$ cat src/rtl/mskaes_ks_pkg.sv
// rtl/mskaes_ks_pkg.sv - shared types, round count, RCON table and masked encoding helper for the AES-128 key-schedule sequencer
package mskaes_ks_pkg;

    typedef enum logic [1:0] {
        IDLE  = 2'd0,
        LOAD  = 2'd1,
        ROUND = 2'd2,
        DONE  = 2'd3
    } ks_state_t;

    localparam int NROUNDS = 10;

    // Entry 0 is unused; rounds index 1..10.
    localparam logic [10:0][7:0] RCON = {
        8'h36, 8'h1B, 8'h80, 8'h40, 8'h20,
        8'h10, 8'h08, 8'h04, 8'h02, 8'h01, 8'h00
    };

    // Bit pos of the d-share encoding of a public byte: share 0 carries the bit, other shares are zero.
    function automatic logic mask_encode_bit(input logic [7:0] v, input int unsigned pos, input int unsigned d);
        return ((pos % d) == 0) ? v[3'(pos / d)] : 1'b0;
    endfunction

endpackage

$ cat src/rtl/mskaes_128bits_ks_ctrl_if.sv
// rtl/mskaes_128bits_ks_ctrl_if.sv - control/status bundle between the key-schedule sequencer and its user
interface mskaes_128bits_ks_ctrl_if #(
    parameter int d = 2
);
    logic           start;
    logic           abort;
    logic           ready;
    logic           busy;
    logic           sel_load;
    logic           key_reg_en;
    logic [8*d-1:0] sh_RCON;
    logic           rk_valid;
    logic [3:0]     rk_idx;
    logic           rnd_req;
    logic           done;

    modport master (
        output start, abort,
        input  ready, busy, sel_load, key_reg_en, sh_RCON, rk_valid, rk_idx, rnd_req, done
    );

    modport slave (
        input  start, abort,
        output ready, busy, sel_load, key_reg_en, sh_RCON, rk_valid, rk_idx, rnd_req, done
    );
endinterface

$ cat src/rtl/mskaes_rcon_gen.sv
// rtl/mskaes_rcon_gen.sv - masked RCON lookup, zero whenever not enabled
module mskaes_rcon_gen
    import mskaes_ks_pkg::*;
#(
    parameter int d = 2
) (
    input  logic [3:0]     i_rnd,
    input  logic           i_en,
    output logic [8*d-1:0] o_sh_rcon
);
    logic [7:0] w_rcon;

    assign w_rcon = (i_rnd <= 4'(NROUNDS)) ? RCON[i_rnd] : 8'h00;

    always_comb begin
        o_sh_rcon = '0;
        if (i_en) begin
            for (int i = 0; i < 8*d; i++) begin
                o_sh_rcon[i] = mask_encode_bit(w_rcon, i, d);
            end
        end
    end
endmodule

$ cat src/rtl/mskaes_128bits_ks_ctrl.sv
// rtl/mskaes_128bits_ks_ctrl.sv - masked AES-128 key-schedule sequencer; MSKAES_KS_RND_GATE_EN gates rnd_req to LOAD/ROUND
module mskaes_128bits_ks_ctrl
    import mskaes_ks_pkg::*;
#(
    parameter int d       = 2,
    parameter int LATENCY = 4
) (
    input  logic                    clk,
    input  logic                    rst_n,
    mskaes_128bits_ks_ctrl_if.slave bus
);
    localparam int              CW       = (LATENCY > 1) ? $clog2(LATENCY) : 1;
    localparam logic [CW-1:0]   CYC_LAST = CW'(LATENCY - 1);

    ks_state_t      r_state, w_state_nxt;
    logic [3:0]     r_rnd, w_rnd_nxt;
    logic [CW-1:0]  r_cyc, w_cyc_nxt;
    logic           w_first, w_last;

    logic           w_ready, w_busy, w_sel_load, w_key_reg_en;
    logic           w_rk_valid, w_done, w_rcon_en;
    logic [3:0]     w_rk_idx;
    logic [8*d-1:0] w_sh_rcon;

    assign w_first = (r_cyc == '0);
    assign w_last  = (r_cyc == CYC_LAST);

    always_ff @(posedge clk or negedge rst_n) begin
        if (!rst_n) begin
            r_state <= IDLE;
            r_rnd   <= 4'd1;
            r_cyc   <= '0;
        end else begin
            r_state <= w_state_nxt;
            r_rnd   <= w_rnd_nxt;
            r_cyc   <= w_cyc_nxt;
        end
    end

    always_comb begin
        w_state_nxt = r_state;
        w_rnd_nxt   = r_rnd;
        w_cyc_nxt   = r_cyc;
        if (bus.abort) begin
            w_state_nxt = IDLE;
            w_rnd_nxt   = 4'd1;
            w_cyc_nxt   = '0;
        end else begin
            case (r_state)
                IDLE: if (bus.start) w_state_nxt = LOAD;
                LOAD: begin
                    w_state_nxt = ROUND;
                    w_rnd_nxt   = 4'd1;
                    w_cyc_nxt   = '0;
                end
                ROUND: begin
                    if (w_last) begin
                        w_cyc_nxt = '0;
                        if (r_rnd == 4'(NROUNDS)) w_state_nxt = DONE;
                        else                      w_rnd_nxt   = r_rnd + 4'd1;
                    end else begin
                        w_cyc_nxt = r_cyc + CW'(1);
                    end
                end
                DONE: begin
                    w_state_nxt = IDLE;
                    w_rnd_nxt   = 4'd1;
                    w_cyc_nxt   = '0;
                end
                default: w_state_nxt = IDLE;
            endcase
        end
    end

    always_comb begin
        w_ready      = 1'b0;
        w_busy       = 1'b0;
        w_sel_load   = 1'b0;
        w_key_reg_en = 1'b0;
        w_rk_valid   = 1'b0;
        w_rk_idx     = 4'd0;
        w_done       = 1'b0;
        w_rcon_en    = 1'b0;
        case (r_state)
            IDLE: w_ready = 1'b1;
            LOAD: begin
                w_busy       = 1'b1;
                w_sel_load   = 1'b1;
                w_key_reg_en = 1'b1;
            end
            ROUND: begin
                w_busy = 1'b1;
                if (w_first) begin
                    w_rk_valid = 1'b1;
                    w_rk_idx   = r_rnd - 4'd1;
                end
                // Key register captures the round output in the last pipeline cycle.
                if (w_last) begin
                    w_key_reg_en = 1'b1;
                    w_rcon_en    = 1'b1;
                end
            end
            DONE: begin
                w_busy     = 1'b1;
                w_done     = 1'b1;
                w_rk_valid = 1'b1;
                w_rk_idx   = 4'(NROUNDS);
            end
            default: ;
        endcase
    end

    mskaes_rcon_gen #(.d(d)) u_rcon_gen (
        .i_rnd     (r_rnd),
        .i_en      (w_rcon_en),
        .o_sh_rcon (w_sh_rcon)
    );

    assign bus.ready      = w_ready;
    assign bus.busy       = w_busy;
    assign bus.sel_load   = w_sel_load;
    assign bus.key_reg_en = w_key_reg_en;
    assign bus.sh_RCON    = w_sh_rcon;
    assign bus.rk_valid   = w_rk_valid;
    assign bus.rk_idx     = w_rk_idx;
    assign bus.done       = w_done;

`ifdef MSKAES_KS_RND_GATE_EN
    assign bus.rnd_req = (r_state == LOAD) || (r_state == ROUND);
`else
    assign bus.rnd_req = 1'b1;
`endif
endmodule
$ cat src/flat_wrapper.sv
// flat-port wrapper written by rule: the top's interface ports become plain ports
module mskaes_128bits_ks_ctrl_flat import mskaes_ks_pkg::*;
#(
    parameter int d       = 2,
    parameter int LATENCY = 4
)
  (clk, rst_n, bus_start, bus_abort, bus_ready, bus_busy, bus_sel_load, bus_key_reg_en, bus_sh_RCON, bus_rk_valid, bus_rk_idx, bus_rnd_req, bus_done);
  mskaes_128bits_ks_ctrl_if #(.d(d)) bus_i ();
  input  logic clk;
  input  logic rst_n;
  input wire logic [$bits(bus_i.start)-1:0] bus_start;
  input wire logic [$bits(bus_i.abort)-1:0] bus_abort;
  output wire logic [$bits(bus_i.ready)-1:0] bus_ready;
  output wire logic [$bits(bus_i.busy)-1:0] bus_busy;
  output wire logic [$bits(bus_i.sel_load)-1:0] bus_sel_load;
  output wire logic [$bits(bus_i.key_reg_en)-1:0] bus_key_reg_en;
  output wire logic [$bits(bus_i.sh_RCON)-1:0] bus_sh_RCON;
  output wire logic [$bits(bus_i.rk_valid)-1:0] bus_rk_valid;
  output wire logic [$bits(bus_i.rk_idx)-1:0] bus_rk_idx;
  output wire logic [$bits(bus_i.rnd_req)-1:0] bus_rnd_req;
  output wire logic [$bits(bus_i.done)-1:0] bus_done;
  assign bus_i.start = bus_start;
  assign bus_i.abort = bus_abort;
  assign bus_ready = bus_i.ready;
  assign bus_busy = bus_i.busy;
  assign bus_sel_load = bus_i.sel_load;
  assign bus_key_reg_en = bus_i.key_reg_en;
  assign bus_sh_RCON = bus_i.sh_RCON;
  assign bus_rk_valid = bus_i.rk_valid;
  assign bus_rk_idx = bus_i.rk_idx;
  assign bus_rnd_req = bus_i.rnd_req;
  assign bus_done = bus_i.done;
  mskaes_128bits_ks_ctrl #(.d(d), .LATENCY(LATENCY)) u_core (.clk(clk), .rst_n(rst_n), .bus(bus_i));
endmodule
$ cat config.mk
export PLATFORM = sky130hd
export DESIGN_NAME = mskaes_128bits_ks_ctrl_flat
export DESIGN_NICKNAME = d
export VERILOG_FILES = /design/src/rtl/mskaes_ks_pkg.sv /design/src/rtl/mskaes_128bits_ks_ctrl_if.sv /design/src/rtl/mskaes_rcon_gen.sv /design/src/rtl/mskaes_128bits_ks_ctrl.sv /design/src/flat_wrapper.sv
export SDC_FILE = /design/constraint.sdc
export NUM_CORES = 1
export LEC_CHECK = 0
export BUFFER_PORTS_ARGS = -buffer_cell sky130_fd_sc_hd__buf_2
export CORE_MARGIN = 1.5
export CORE_UTILIZATION = 45
export CTS_CLUSTER_DIAMETER = 120
export DETAILED_ROUTE_END_ITERATION = 16
export MAX_ROUTING_LAYER = met4
export PLACE_DENSITY = 0.84
export SYNTH_ARGS = -nofsm -noshare
export SYNTH_HDL_FRONTEND = slang
export SYNTH_SLANG_ARGS = --single-unit
$ cat constraint.sdc
create_clock -name clk -period 3.9 [get_ports clk]
set_clock_uncertainty 0.05 [all_clocks]
set_input_delay 0.195 -clock clk [delete_from_list [all_inputs] [get_ports clk]]
set_output_delay 0.195 -clock clk [all_outputs]
set_load 0.005 [all_outputs]
## Word-level counts from Yosys, hierarchy flattened

Memories as Yosys holds them, arrays and structs flattened.
Index checks and enable logic that the tools add are counted.

- Multiplexer cells: 26
- $lt $le $gt $ge: 2
- Add/sub/neg operators: 3
- Reductions and logical operators: 7
- Eq/ne operators: 9

Operators by type and width:

| operator | count |
|---|---|
| $mux 4 | 4 |
| $mux 8 | 2 |
| $pmux 4 s2 | 2 |
| $mux 15 | 1 |
| $mux 2 | 6 |
| $pmux 2 s4 | 1 |
| $mux 1 | 7 |
| $eq 2x2->1 const B | 3 |
| $ne 3x2->1 const B | 2 |
| $ne 3x3->1 const B | 2 |
| $reduce_and 3->1 | 2 |
| $lt 4x5->1 const B | 1 |
| $add 4x1->4 const B | 1 |
| $eq 4x4->1 const B | 1 |
| $le 4x4->1 const B | 1 |
| $logic_not 2->1 | 2 |
| $pmux 1 s2 | 2 |
| $pmux 2 s2 | 1 |
| $sub 4x1->4 const B | 1 |
| $reduce_bool 3->1 | 1 |
| $reduce_or 3->1 | 1 |
| $add 2x1->2 const B | 1 |
| $eq 2x1->1 const B | 1 |
| $reduce_or 2->1 | 1 |

- Bits in registers: 8
- Bits in read-only memories: 128
- Logic and storage cells: 51
- Memories kept: 1
- Output and inout bits: 27
- Bits of input ports: 4

Memories:

| name | depth | bits a word | rd ports | clocked after memory_dff | wr ports | RTL line | RTL |
|---|---|---|---|---|---|---|---|
| (name not given) | 16 | 8 | 1 | 0 | 0 | mskaes_rcon_gen.sv:13 | `assign w_rcon = (i_rnd <= 4'(NROUNDS)) ? RCON[i_rnd] : 8'h00;` |

## Depth between registers and ports, before layout

- Word-level depth: 5
- Gate-level depth with buffers: 6
- Depth with buffers taken out: 6

## Modules after synthesis

A second synthesis with hierarchy kept.

- Cells, all modules: 102
- Area, all modules: 928.4 µm²

Modules (own cells, without submodules):

| module | area each (µm²) | seq. area each (µm²) | cells each | times used |
|---|---|---|---|---|
| mskaes_128bits_ks_ctrl | 674.4 | 201.4 | 69 | 1 |
| mskaes_rcon_gen | 254.0 | 0.0 | 33 | 1 |

## Worst setup path after synthesis

No wires, ideal clock.

- Path kind: flip-flop to output port
- From: reg u_core.r_rnd[0]
- To: out bus_sh_RCON[2]
- Path slack: 2443 ps
- Cell stages (with the launch flop): 5
- Data arrival time: 1212 ps
- Required time: 3655 ps
- Cell sequence: dfstp_2 inv_1 ha_1 nand2b_1 a21oi_1

- Longest elaborated chain between the ends: 4

Ends and longest elaborated chain:

| what | RTL line | RTL |
|---|---|---|
| from (decl) | mskaes_128bits_ks_ctrl.sv:16 | `logic [3:0] r_rnd, w_rnd_nxt;` |
| from (signal assigned) | mskaes_128bits_ks_ctrl.sv:35 | `r_rnd <= w_rnd_nxt;` |
| $mem_v2 16x8 | n/a |  |
| $mux 8 (not written as such) | mskaes_rcon_gen.sv:13 |  |
| $mux 8 * | mskaes_rcon_gen.sv:13 |  |
| $mux 15 * | mskaes_rcon_gen.sv:17 | `if (i_en) begin` |
| to (decl) | flat_wrapper.sv:17 | `output wire logic [$bits(bus_i.sh_RCON)-1:0] bus_sh_RCON;` |

Mark *: on every way between the ends. The rest lies on a longest branch, timed or not. The select of a mux whose other input is x is not followed.

## Final worst setup path

- From: reg u_core.r_state[0]
- To: out bus_sh_RCON[0]

- Longest elaborated chain between the ends: 3

Ends and longest elaborated chain:

| what | RTL line | RTL |
|---|---|---|
| from (decl) | mskaes_128bits_ks_ctrl.sv:15 | `ks_state_t r_state, w_state_nxt;` |
| from (signal assigned) | mskaes_128bits_ks_ctrl.sv:34 | `r_state <= w_state_nxt;` |
| $eq 2x2->1 | mskaes_128bits_ks_ctrl.sv:84 | `case (r_state)` |
| $mux 1 | mskaes_128bits_ks_ctrl.sv:84 |  |
| $mux 15 | mskaes_rcon_gen.sv:17 |  |

No other way between the ends.

==> reports/metrics.cfg <==
[layout]
num_antenna_cells = 0
drive_gt1_share_pct = 25.0
layoutNonFillerInstCount = 159
nNetsFinal = 151
area_growth_pct = 12.5
fillCellCount = 205

[timing]
hold_viol = 0
fin_crit_ps = 2290
finalSetupTns_ps = 0
report.final.slew_viol_count = 0
setup_viol = 0
max_freq_mhz = 438
period_share_pct = 58.6
rsz0062_at_grt = no

[synth]
synth-seq-cells = 8
synth_cell_type_count = 33
async_reset_ff_share_pct = 100
synthFlopType = dfrtp_1
synth_area_leaders = dfrtp_1 (19%), ha_1 (19%), buf_4 (8.1%)
yosysSeqAreaShare_pct = 21.6
yosysTopAreaCellShare_pct = 18.8
yosysMostFrequentCell = ha_1
synth_edf_count = 0
synthTopCellsByCount = ha_1 (14), buf_4 (10), inv_1 (10)
syn_inst = 111
syn_area_um2 = 932
avgSynthCellArea_um2 = 8.40
yosysWarnings = 0
yosys.area.top_type = dfrtp_1

[cts]
clk_latency_ps = 260
clk_path_buf_depth = 2
cts_root_buf = clkbuf_4
cts_buffers = 3
cts_resized = 0
clock-sinks = 8
cts_tree = built
htree_levels = 1
cts.clk_slew.worst_paths_ps = 60

[worst_setup_path]
critPathKind = flip-flop to output port
worst-r2r-cell-count = 6
path_cells = inv_1, ha_1, nand2_1, a21o_2, nor3b_2, buf_2
cpPeakStageDelay_ps = 450
worst_ep_required_time_ps = 3650
slowest_stage = ha_1
critPathCaptureType = output port
rr_startpoint = u_core.r_state[0]$_DFFE_PN0P_
critical_path_buf_inv_count = 2
worstReg2RegEnd = u_core.r_rnd[3]$_DFFE_PN0P_
cp.arrival_ps = 2040
path_depth = 6
worst-path-max-fanout = 13
crit_family = adder cells
rrSetupSlack_ps = 2140
start_kind = flip-flop

[routing]
dr.pass1.iters = 4
dr_total_vias = 784
wl_per_cell_um = 11.9
dr.first_iter.drc_count = 6
wirelength_um = 1890
antenna_left = 0
viasPerCell = 4.93
route.detailed.drc = 0

[die]
die_x_um = 48.5
start_util_pct = 47.5
die_height_um = 48.5
core_area_um2 = 1960
rows = 16
die-area_um2 = 2350
ios = 31

[power_and_ir_drop]
peakVddDrop_mv = 0.256
power.leakage_uw = 0.000490
fin_total_pwr_uw = 396
powerDensity_nw_per_um2 = 378

[grt]
grt_pass1_vias = 727
grt_start_max_net_pins = 14
antenna_found_initial = 0
track_usage_pct = 17.1
grt.overflow.total = 0
grt_pass1_wl_um = 3120

[worst_hold_path]
hold_path.startpoint = bus_abort
hp-class = input port to flip-flop
whs_path_depth = 2
hold_end = u_core.r_state[0]$_DFFE_PN0P_

[placed_design]
dpl.cell_count = 154
dp_hpwl_um = 1490
io_buffers = 21
gp_congestion = 0.796

[run_status]
status = completed

[job]
maxCapViolCount = 0

==> routing by layer <==
metal  up-vias  wire, um  track usage (%)
met5         -         0                -
met4         0         0             2.38
met1       361       832             18.1
met3         0        72             4.63
met2        20       987             32.4
li1        403         -                -
==> flip-flops by register name (all words and copies together) (netlist names) <==
name	cells
u_core.r_rnd	4
u_core.r_cyc	2
u_core.r_state	2
==> per-stage QoR <==
step | util [%] | cell area (um^2) | setup slack (ps) | hold slack, ps
after floorplan | - | 958 | 2440 | -151
after global placement | 51.6 | 1010 | 2000 | -12.3
after detailed placement | 51.6 | 1010 | 1890 | -8.74
after CTS | 53.4 | 1050 | 1600 | 131
after global routing | 53.4 | 1050 | 1410 | 141
final | 53.4 | 1050 | 1610 | 145
==> final cells by class <==
| class | instances | area, um^2 | share of cell area, % |
|---|---|---|---|
| multi-input cells | 87 | 631 | 60.1 |
| flip-flops and latches | 8 | 201 | 19.2 |
| repair buffers | 22 | 115 | 11.0 |
| inverters | 11 | 41.3 | 3.94 |
| well taps | 27 | 33.8 | 3.22 |
| clock buffers | 4 | 26.3 | 2.51 |
==> layout by cell type (no fill, tap or decap), types with 5 or more instances in the layout <==
cell,synthesis,routed
buf_2,2,21
ha_1,14,14
inv_1,10,10
nand2_1,9,9
nor2_1,9,9
conb_1,2,9
dfrtp_1,7,7
nor3_1,5,5
a21oi_1,5,5
nor2b_1,5,5
==> worst register-to-register path, stage by stage, from the launching register on <==
cell and delay, ps:
dfrtp_1 410, inv_1 120, ha_1 450, nor2b_1 220
and3_1 210, nand4_1 100, o211ai_1 110
==> where the power goes <==
| part | internal (uW) | switching, uW |
|---|---|---|
| registers | 96.1 | 13.3 |
| logic | 93.2 | 124 |
| clock network | 39.2 | 29.7 |
| total | 228 | 167 |
==> worst max path at each step <==
stage	from	to
after global placement	u_core.r_state[0]$_DFFE_PN0P_	bus_sh_RCON[0]
after floorplan	u_core.r_rnd[0]$_DFFE_PN1P_	bus_sh_RCON[2]
after detailed placement	u_core.r_state[0]$_DFFE_PN0P_	bus_sh_RCON[0]
after global routing	u_core.r_state[0]$_DFFE_PN0P_	bus_sh_RCON[8]
final	u_core.r_state[0]$_DFFE_PN0P_	bus_sh_RCON[0]
after CTS	u_core.r_state[0]$_DFFE_PN0P_	bus_sh_RCON[0]
==> cells by family after synthesis <==
| logic type | Yosys count | share of synthesized area [%] |
|---|---|---|
| buffers and inverters | 23 | 13.6 |
| xor gates and xnor gates | 2 | 1.88 |
| and+or+nand+nor | 42 | 26.6 |
| muxes | 3 | 3.22 |
| AOI/OAI and AO/OA | 17 | 13.6 |
| DFF | 8 | 21.6 |
| other | 2 | 0.806 |
| adders and majority gates | 14 | 18.8 |
==> timing repair <==
item	4_1_cts	5_1_grt
setup buffers	0	0
endpoints found under the hold margin	8	0
hold buffers	1	0
Power figures use the tool's default switching activity.
